## src/rtl/port1_serial_rx_pkg.sv

```systemverilog
// Shared Port-1 serial definitions: receiver FSM encodings and frame line polarities.
// The transmit side uses the same encodings and levels.
package port1_serial_rx_pkg;

  typedef enum logic [2:0] {
    RX_IDLE   = 3'd0,
    RX_START  = 3'd1,
    RX_DATA   = 3'd2,
    RX_PARITY = 3'd3,
    RX_STOP   = 3'd4
  } rx_state_t;

  localparam logic IDLE_LVL  = 1'b1;
  localparam logic START_LVL = 1'b0;

endpackage

```

## src/rtl/port1_serial_rx_bit_sync.sv

```systemverilog
// Multi-flop synchronizer for the asynchronous P1 pin.
// It resets to the idle line level so reset release never fakes a start edge.
module port1_bit_sync
  import port1_serial_rx_pkg::*;
#(
  parameter int SYNC_STAGES = 2
) (
  input  logic clk,
  input  logic rst,
  input  logic d,
  output logic q
);

  logic [SYNC_STAGES-1:0] stages;

  always_ff @(posedge clk or negedge rst) begin
    if (!rst) stages <= {SYNC_STAGES{IDLE_LVL}};
    else      stages <= {stages[SYNC_STAGES-2:0], d};
  end

  assign q = stages[SYNC_STAGES-1];

endmodule

```

## src/rtl/port1_serial_rx.sv

```systemverilog
// Port-1 receiver: deserializes UART-style frames on p1_in into a one-deep CPU buffer with sticky errors.
// Define PORT1_PARITY_EN to add an even-parity bit after the data and make parity_err live.
module port1_serial_rx
  import port1_serial_rx_pkg::*;
#(
  parameter int DATA_W      = 16,
  parameter int BIT_DIV     = 16,
  parameter int SYNC_STAGES = 2
) (
  input  logic              clk,
  input  logic              rst,
  input  logic              p1_in,
  input  logic              p1_out_en,
  output logic [DATA_W-1:0] rx_data,
  output logic              rx_valid,
  input  logic              rx_ack,
  output logic              rx_busy,
  output logic              frame_err,
  output logic              overrun,
  output logic              parity_err,
  input  logic              err_clr
);

  localparam int CNT_W = $clog2(BIT_DIV);
  localparam int IDX_W = $clog2(DATA_W + 1);
  localparam logic [CNT_W-1:0] HALF_LAST = CNT_W'(BIT_DIV / 2 - 1);
  localparam logic [CNT_W-1:0] BIT_LAST  = CNT_W'(BIT_DIV - 1);
  localparam logic [IDX_W-1:0] IDX_LAST  = IDX_W'(DATA_W - 1);

  rx_state_t         state, state_nxt;
  logic              s_in, s_in_prev, start_edge;
  logic [CNT_W-1:0]  cnt;
  logic [IDX_W-1:0]  bit_idx;
  logic [DATA_W-1:0] shreg;
  logic              half_tick, bit_tick;
  logic              data_smp, stop_smp, word_done, deliver_pend;
  logic              frame_set, ovr_set;
`ifdef PORT1_PARITY_EN
  logic              par_smp, par_set, par_bad;
`endif

  port1_bit_sync #(.SYNC_STAGES(SYNC_STAGES)) u_sync (
    .clk (clk),
    .rst (rst),
    .d   (p1_in),
    .q   (s_in)
  );

  always_ff @(posedge clk or negedge rst) begin
    if (!rst) s_in_prev <= IDLE_LVL;
    else      s_in_prev <= s_in;
  end

  assign start_edge = (s_in_prev == IDLE_LVL) && (s_in == START_LVL);
  assign half_tick  = (cnt == HALF_LAST);
  assign bit_tick   = (cnt == BIT_LAST);

  always_ff @(posedge clk or negedge rst) begin
    if (!rst) state <= RX_IDLE;
    else      state <= state_nxt;
  end

  // The pin being driven by the MCU aborts any frame in progress, whatever the state.
  always_comb begin
    state_nxt = state;
    case (state)
      RX_IDLE:   if (start_edge && !p1_out_en) state_nxt = RX_START;
      RX_START:  if (half_tick) state_nxt = (s_in == START_LVL) ? RX_DATA : RX_IDLE;
      RX_DATA: begin
        if (data_smp && (bit_idx == IDX_LAST)) begin
`ifdef PORT1_PARITY_EN
          state_nxt = RX_PARITY;
`else
          state_nxt = RX_STOP;
`endif
        end
      end
      RX_PARITY: if (bit_tick) state_nxt = RX_STOP;
      RX_STOP:   if (bit_tick) state_nxt = RX_IDLE;
      default:   state_nxt = RX_IDLE;
    endcase
    if ((state != RX_IDLE) && p1_out_en) state_nxt = RX_IDLE;
  end

  always_comb begin
    rx_busy  = (state != RX_IDLE);
    data_smp = 1'b0;
    stop_smp = 1'b0;
`ifdef PORT1_PARITY_EN
    par_smp  = 1'b0;
`endif
    if (bit_tick && !p1_out_en) begin
      data_smp = (state == RX_DATA);
      stop_smp = (state == RX_STOP);
`ifdef PORT1_PARITY_EN
      par_smp  = (state == RX_PARITY);
`endif
    end
  end

  // cnt restarts on every state change and wraps per bit period while the state holds.
  always_ff @(posedge clk or negedge rst) begin
    if (!rst)                                               cnt <= '0;
    else if ((state_nxt != state) || (state == RX_IDLE))    cnt <= '0;
    else if (bit_tick)                                      cnt <= '0;
    else                                                    cnt <= cnt + CNT_W'(1);
  end

  always_ff @(posedge clk or negedge rst) begin
    if (!rst) begin
      bit_idx <= '0;
      shreg   <= '0;
    end else if (state == RX_START) begin
      bit_idx <= '0;
    end else if (data_smp) begin
      bit_idx <= bit_idx + IDX_W'(1);
      shreg   <= {s_in, shreg[DATA_W-1:1]};
    end
  end

`ifdef PORT1_PARITY_EN
  assign par_set = par_smp && ((^shreg) != s_in);

  always_ff @(posedge clk or negedge rst) begin
    if (!rst)                   par_bad <= 1'b0;
    else if (state == RX_START) par_bad <= 1'b0;
    else if (par_set)           par_bad <= 1'b1;
  end

  always_ff @(posedge clk or negedge rst) begin
    if (!rst) parity_err <= 1'b0;
    else      parity_err <= par_set || (parity_err && !err_clr);
  end

  assign word_done = stop_smp && (s_in == IDLE_LVL) && !par_bad;
`else
  assign parity_err = 1'b0;
  assign word_done  = stop_smp && (s_in == IDLE_LVL);
`endif

  // shreg stays untouched until the next frame's first data sample, so it is delivered directly.
  always_ff @(posedge clk or negedge rst) begin
    if (!rst) deliver_pend <= 1'b0;
    else      deliver_pend <= word_done;
  end

  always_ff @(posedge clk or negedge rst) begin
    if (!rst) begin
      rx_data  <= '0;
      rx_valid <= 1'b0;
    end else if (deliver_pend) begin
      if (!rx_valid || rx_ack) begin
        rx_data  <= shreg;
        rx_valid <= 1'b1;
      end
    end else if (rx_ack) begin
      rx_valid <= 1'b0;
    end
  end

  assign frame_set = stop_smp && (s_in == START_LVL);
  assign ovr_set   = deliver_pend && rx_valid && !rx_ack;

  always_ff @(posedge clk or negedge rst) begin
    if (!rst) begin
      frame_err <= 1'b0;
      overrun   <= 1'b0;
    end else begin
      frame_err <= frame_set || (frame_err && !err_clr);
      overrun   <= ovr_set || (overrun && !err_clr);
    end
  end

endmodule

```

## config.mk

```make
export PLATFORM = sky130hd
export DESIGN_NAME = port1_serial_rx
export DESIGN_NICKNAME = d
export VERILOG_FILES = /design/src/rtl/port1_serial_rx_pkg.sv /design/src/rtl/port1_serial_rx_bit_sync.sv /design/src/rtl/port1_serial_rx.sv
export SDC_FILE = /design/constraint.sdc
export NUM_CORES = 1
export LEC_CHECK = 0
export ABC_AREA = 1
export CAP_MARGIN = 20
export CORE_MARGIN = 2
export CORE_UTILIZATION = 61
export CTS_BUF_LIST = sky130_fd_sc_hd__clkbuf_4 sky130_fd_sc_hd__clkbuf_8
export CTS_CLUSTER_DIAMETER = 60
export DETAILED_ROUTE_END_ITERATION = 12
export GPL_TIMING_DRIVEN = 0
export PLACE_DENSITY = 0.88
export SYNTH_ARGS = -nofsm -noshare
export SYNTH_HDL_FRONTEND = slang
export SYNTH_SLANG_ARGS = --single-unit
```

## constraint.sdc

```tcl
create_clock -name clk -period 2.3 [get_ports clk]
set_input_delay 0.46 -clock clk [delete_from_list [all_inputs] [get_ports clk]]
set_output_delay 0.46 -clock clk [all_outputs]
set_load 0.03 [all_outputs]
```

# Word level (Yosys, flattened, before mapping)
# Index checks and enable logic that the tools add are counted.
[op_classes] reduce_logical=26 eq_ne=9 addsub=2 n_bitwise=2 n_mux=17
[op_table] operator="$mux W3" count=6
[op_table] operator="$pmux W3 S5" count=1
[op_table] operator="$logic_and A1 B1 Y1" count=11
[op_table] operator="$mux W5" count=2
[op_table] operator="$mux W4" count=2
[op_table] operator="$eq A3 B2 Y1 const B" count=2
[op_table] operator="$reduce_and A2 Y1" count=3
[op_table] operator="$add A5 B1 Y5 const B" count=1
[op_table] operator="$eq A5 B4 Y1 const B" count=1
[op_table] operator="$mux W1" count=5
[op_table] operator="$add A4 B1 Y4 const B" count=1
[op_table] operator="$eq A4 B3 Y1 const B" count=1
[op_table] operator="$eq A4 B4 Y1 const B" count=1
[op_table] operator="$logic_not A1 Y1" count=4
[op_table] operator="$logic_or A1 B1 Y1" count=4
[op_table] operator="$reduce_bool A2 Y1" count=2
[op_table] operator="$eq A3 B1 Y1 const B" count=1
[op_table] operator="$eq A3 B3 Y1 const B" count=1
[op_table] operator="$logic_not A3 Y1" count=1
[op_table] operator="$ne A3 B3 Y1" count=1
[op_table] operator="$reduce_bool A3 Y1" count=1
[op_table] operator="$mux W2" count=1
[op_table] operator="$ne A2 B1 Y1 const B" count=1
[op_table] operator="$not A1 Y1" count=2
[word_totals] elab_cells=67 register_bits=51

# Longest topological paths before layout
[logic_depth] depth_word=10 depth_mapped=13 ltp_nobuf=13

# By module
# Synthesis repeated with hierarchy kept, for this count alone.
[hier_totals] cells_unflattened=244 hier_area_um2=2187.1
[by_module_without_submodules] mod="port1_serial_rx" instances=1 seq_area_each_um2=1227.4 area_per_inst_um2=2134.5 cells_per_inst=242
[by_module_without_submodules] mod="port1_bit_sync" instances=1 seq_area_each_um2=52.6 area_per_inst_um2=52.6 cells_per_inst=2

# Worst setup path before layout
# OpenSTA, ideal clock, no wires.
[synth_timing] kind="flip-flop to flip-flop" startpoint="register state[1]" endpoint="register cnt[3]" setup_ns=0.071 t_arrival_ns=1.437 path_slack_ns=0.791 required_time_ns=2.229 stages_incl_launch_ff=10 cell_sequence="dfrtp_1 -> nor2_2 -> nand2_1 -> nand2_1 -> nand2_1 -> nand2_1 -> nand2_1 -> nor2_2 -> nand2_2 -> nor2_1"
[synth_between] elab_cells_between_ends=19 cone_classes="eq/ne (5); mux (9); reduce/logical (5)"
[synth_lines] element="from (decl)" line_no="port1_serial_rx.sv:30" text="rx_state_t state, state_nxt;"
[synth_lines] element="from (signal assigned)" line_no="port1_serial_rx.sv:60" text="else state <= state_nxt;"
[synth_lines] element="$reduce_bool A3 Y1"
[synth_lines] element="net rx_busy" line_no="port1_serial_rx.sv:17" text="output logic rx_busy,"
[synth_lines] element="$logic_and A1 B1 Y1" line_no="port1_serial_rx.sv:82" text="if ((state != RX_IDLE) && p1_out_en) state_nxt = RX_IDLE;"
[synth_lines] element="$mux W3" line_no="port1_serial_rx.sv:82"
[synth_lines] element="$ne A3 B3 Y1" line_no="port1_serial_rx.sv:104" text="else if ((state_nxt != state) || (state == RX_IDLE)) cnt <= '0;"
[synth_lines] element="$logic_or A1 B1 Y1" line_no="port1_serial_rx.sv:104"
[synth_lines] element="$mux W4" line_no="port1_serial_rx.sv:104"
[synth_lines] element="to (signal assigned)" line_no="port1_serial_rx.sv:106" text="else cnt <= cnt + CNT_W'(1);"
[synth_lines] element="to (decl)" line_no="port1_serial_rx.sv:32" text="logic [CNT_W-1:0] cnt;"
# The timed path passes the listed nets, and every way through them passes these cells.
# A chain may end at the register's enable or synchronous reset.

# Worst setup path in the final report
[layout_timing] startpoint="register rx_data[12]" endpoint="output rx_data[12]"
[layout_lines] element="from (decl)" line_no="port1_serial_rx.sv:14" text="output logic [DATA_W-1:0] rx_data,"
[layout_lines] element="from (signal assigned)" line_no="port1_serial_rx.sv:153" text="rx_data <= shreg;"
# No word-level cell between the ends.

==> flow_metrics.tcl <==
set metrics [dict create \
    outcome "finished clean" \
    pwr_density_cell_nw_per_um2 621 \
    ctsResizeCount 0 \
    syn_avg_cell_area_um2 8.91 \
    grt_pass1_vias 1522 \
    clk_pin_slew_ps 150 \
    detailed_place_hpwl_mm 3.02 \
    die-height_um 63.7 \
    relSlewSlack_pct 61.1 \
    grt_use_met2_pct 35.7 \
    h-tree-depth 2 \
    synth_seq_cells 51 \
    endpoint_kind "primary output" \
    hold_violations 0 \
    critical-path-top-delay-family "buffers and inverters" \
    use_met3_pct 3.21 \
    yosysSeqAreaShare_pct 58.9 \
    initial_core_util_pct 64.1 \
    track_usage_pct 22.2 \
    viasPerCell 5.15 \
    ys_warn_count 0 \
    cpMaxStageDelayCell "clkdlybuf4s50_1" \
    cp.arrival_ps 1430 \
    dieArea_um2 4060 \
    p_leak_nw 1.29 \
    final_cell_mix "nand2_1 (64), dfrtp_1 (48), inv_1 (34), o21ai_0 (34), clkdlybuf4s50_1 (23)" \
    wire_per_inst_um 12.3 \
    grt_pass1_wl_mm 6.91 \
    rr_worst_depth 12 \
    worstSetupPathDepth 1 \
    postCtsSetupBuffers 0 \
    cap_violations 0 \
    core_area_um2 3390 \
    slew_viol_final 0 \
    ctsHoldBuffers 0 \
    final_cells 324 \
    rsz0062_at_grt "no" \
    post_dp_cell_area_um2 2500 \
    slowest_delay_ps 670 \
    drt-total-wl_mm 3.97 \
    syn_to_final_growth_pct 18.1 \
    syn-num-nets 253 \
    finalCritPeriodShare_pct 82.4 \
    power_w 0.00159 \
    mostFrequentLayoutCell "nand2_1" \
    numCtsBuffers 5 \
    cp_cell_sequence "clkdlybuf4s50_1" \
    root_buffer "clkbuf_4" \
    post-place-cells 316 \
    finalSetupViolCount 0 \
    worstSetupStartpointType "register" \
    antenna_found_initial 0 \
    fp.dieW_um 63.7 \
    fp-row-count 21 \
    syn_inst 244 \
    hold_ws_ps 65.7 \
    cp.required_ps 1840 \
    drive_above_1_share_pct 11.2 \
    ctsLongestPathBuffers 2 \
    insertion_delay_ps 380 \
    grt_overflow 0 \
    io_pins 27 \
    fmax_ghz 0.528 \
    tns_ps 0 \
    synth_cell_types 25 \
    timing.critical_path.buf_inv 1 \
    ant_nets 0 \
    grt.busiest_layer "met2" \
    grt_use_met1_pct 30.1 \
    cts_tree "yes" \
    drtPass1Iterations 4 \
    clock_skew_ps 10.6 \
    antenna_cells 0 \
    tightest_slew_ps 584 \
    num_vias 1669 \
    vdd_drop_max_v 0.000479 \
    port_buffers 25 \
    hold_class "input port to asynchronous set/reset pin" \
    cts.sinks 51 \
    path_class "register to primary output" \
    grt_max_degree 28 \
    fin_area_um2 2570 \
    crit_fanout 2 \
    fin_crit_ps 1890 \
    drtIter0Drc 82 \
    gp_congestion 0.849 \
    syn_area_um2 2170 \
    finalNetCount 286 \
    drt_drc_violations_left 0 \
]
-- logic make-up (layout without fill, tap and decap cells) --
group           count (synthesis)  in the layout  share of synthesized area (%)
mux                             1              1                          0.518
buf+inv                        44             78                           7.94
other cells                     1              1                          0.173
simple gates                  103            103                           21.0
xor+xnor                        1              1                          0.403
flops                          51             51                           58.9
fa+ha+maj                       3              3                           1.73
compound gates                 40             40                           9.33
-- worst paths after layout --
kind	startpoint	endpoint	slack, ps
min in group clk	u_sync.stages[0]	u_sync.stages[1]	370
hold reg to reg	u_sync.stages[0]	u_sync.stages[1]	370
setup / recovery	rx_data[12]	rx_data[12]	410
hold / removal	rst	state[0]	70
max in group asynchronous	rst	u_sync.stages[1]	1640
setup reg to reg	cnt[0]	cnt[3]	560
-- per-layer routing --
layer  wire [um]  vias up  share of wire [%]
met5           0        -                  0
met4         106        0                2.7
met3         143       12                3.6
met2        1920       49                 48
met1        1800      781                 45
li1            -      827                  -
-- synth_stat cells --
cell type	count	area share, %
inv_1	34	5.9
dfrtp_1	48	55
nor3_1	2	0.46
nor2_1	15	2.6
xnor2_1	1	0.40
inv_2	3	0.52
buf_4	1	0.35
or2_2	1	0.29
nand2_1	64	11
a21oi_1	2	0.46
clkbuf_1	3	0.52
conb_1	1	0.17
nand3_1	12	2.8
buf_2	3	0.69
nor2_2	2	0.58
o21ai_1	2	0.46
dfstp_2	3	3.6
o21ai_0	34	7.8
nand2_2	3	0.86
mux2_2	1	0.52
nor2_8	1	0.92
ha_1	3	1.7
o22ai_1	2	0.58
nor2_4	2	1.0
nand3_2	1	0.46
-- sequential cells by signal, summed over array words and instances, names as in the netlist, 2 cells and up --
register and count:
bit_idx 5, cnt 4, rx_data 16, shreg 16, state 3, u_sync.stages 2
-- layout make-up --
class                           count  area, um^2
Buffer                              7        33.8
Clock buffer                        6        51.3
Clock inverter                      2        16.3
Fill cell                         239         823
Inverter                           37         139
Multi-Input combinational cell    149         721
Sequential cell                    51        1280
Tap cell                           46        57.6
Timing Repair Buffer               26         268
-- power breakdown --
part           switching [W]  total, W  leakage, nW  internal (W)
clock               0.000282  0.000433       0.0345      0.000151
combinational       0.000133  0.000208        0.634     0.0000755
sequential         0.0000292  0.000953        0.622      0.000924
total               0.000444   0.00159         1.29       0.00115
-- stage by stage --
| stage | worst slack [ps] | utilization, % |
|---|---|---|
| 2_1_floorplan | 791 | - |
| 3_3_place_gp | -626 | 73.2 |
| 3_5_place_dp | 455 | 73.6 |
| 4_1_cts | 78.7 | 75.6 |
| 5_1_grt | 329 | 75.7 |
| 6_report | 405 | 75.7 |
Power figures use the tool's default switching activity.
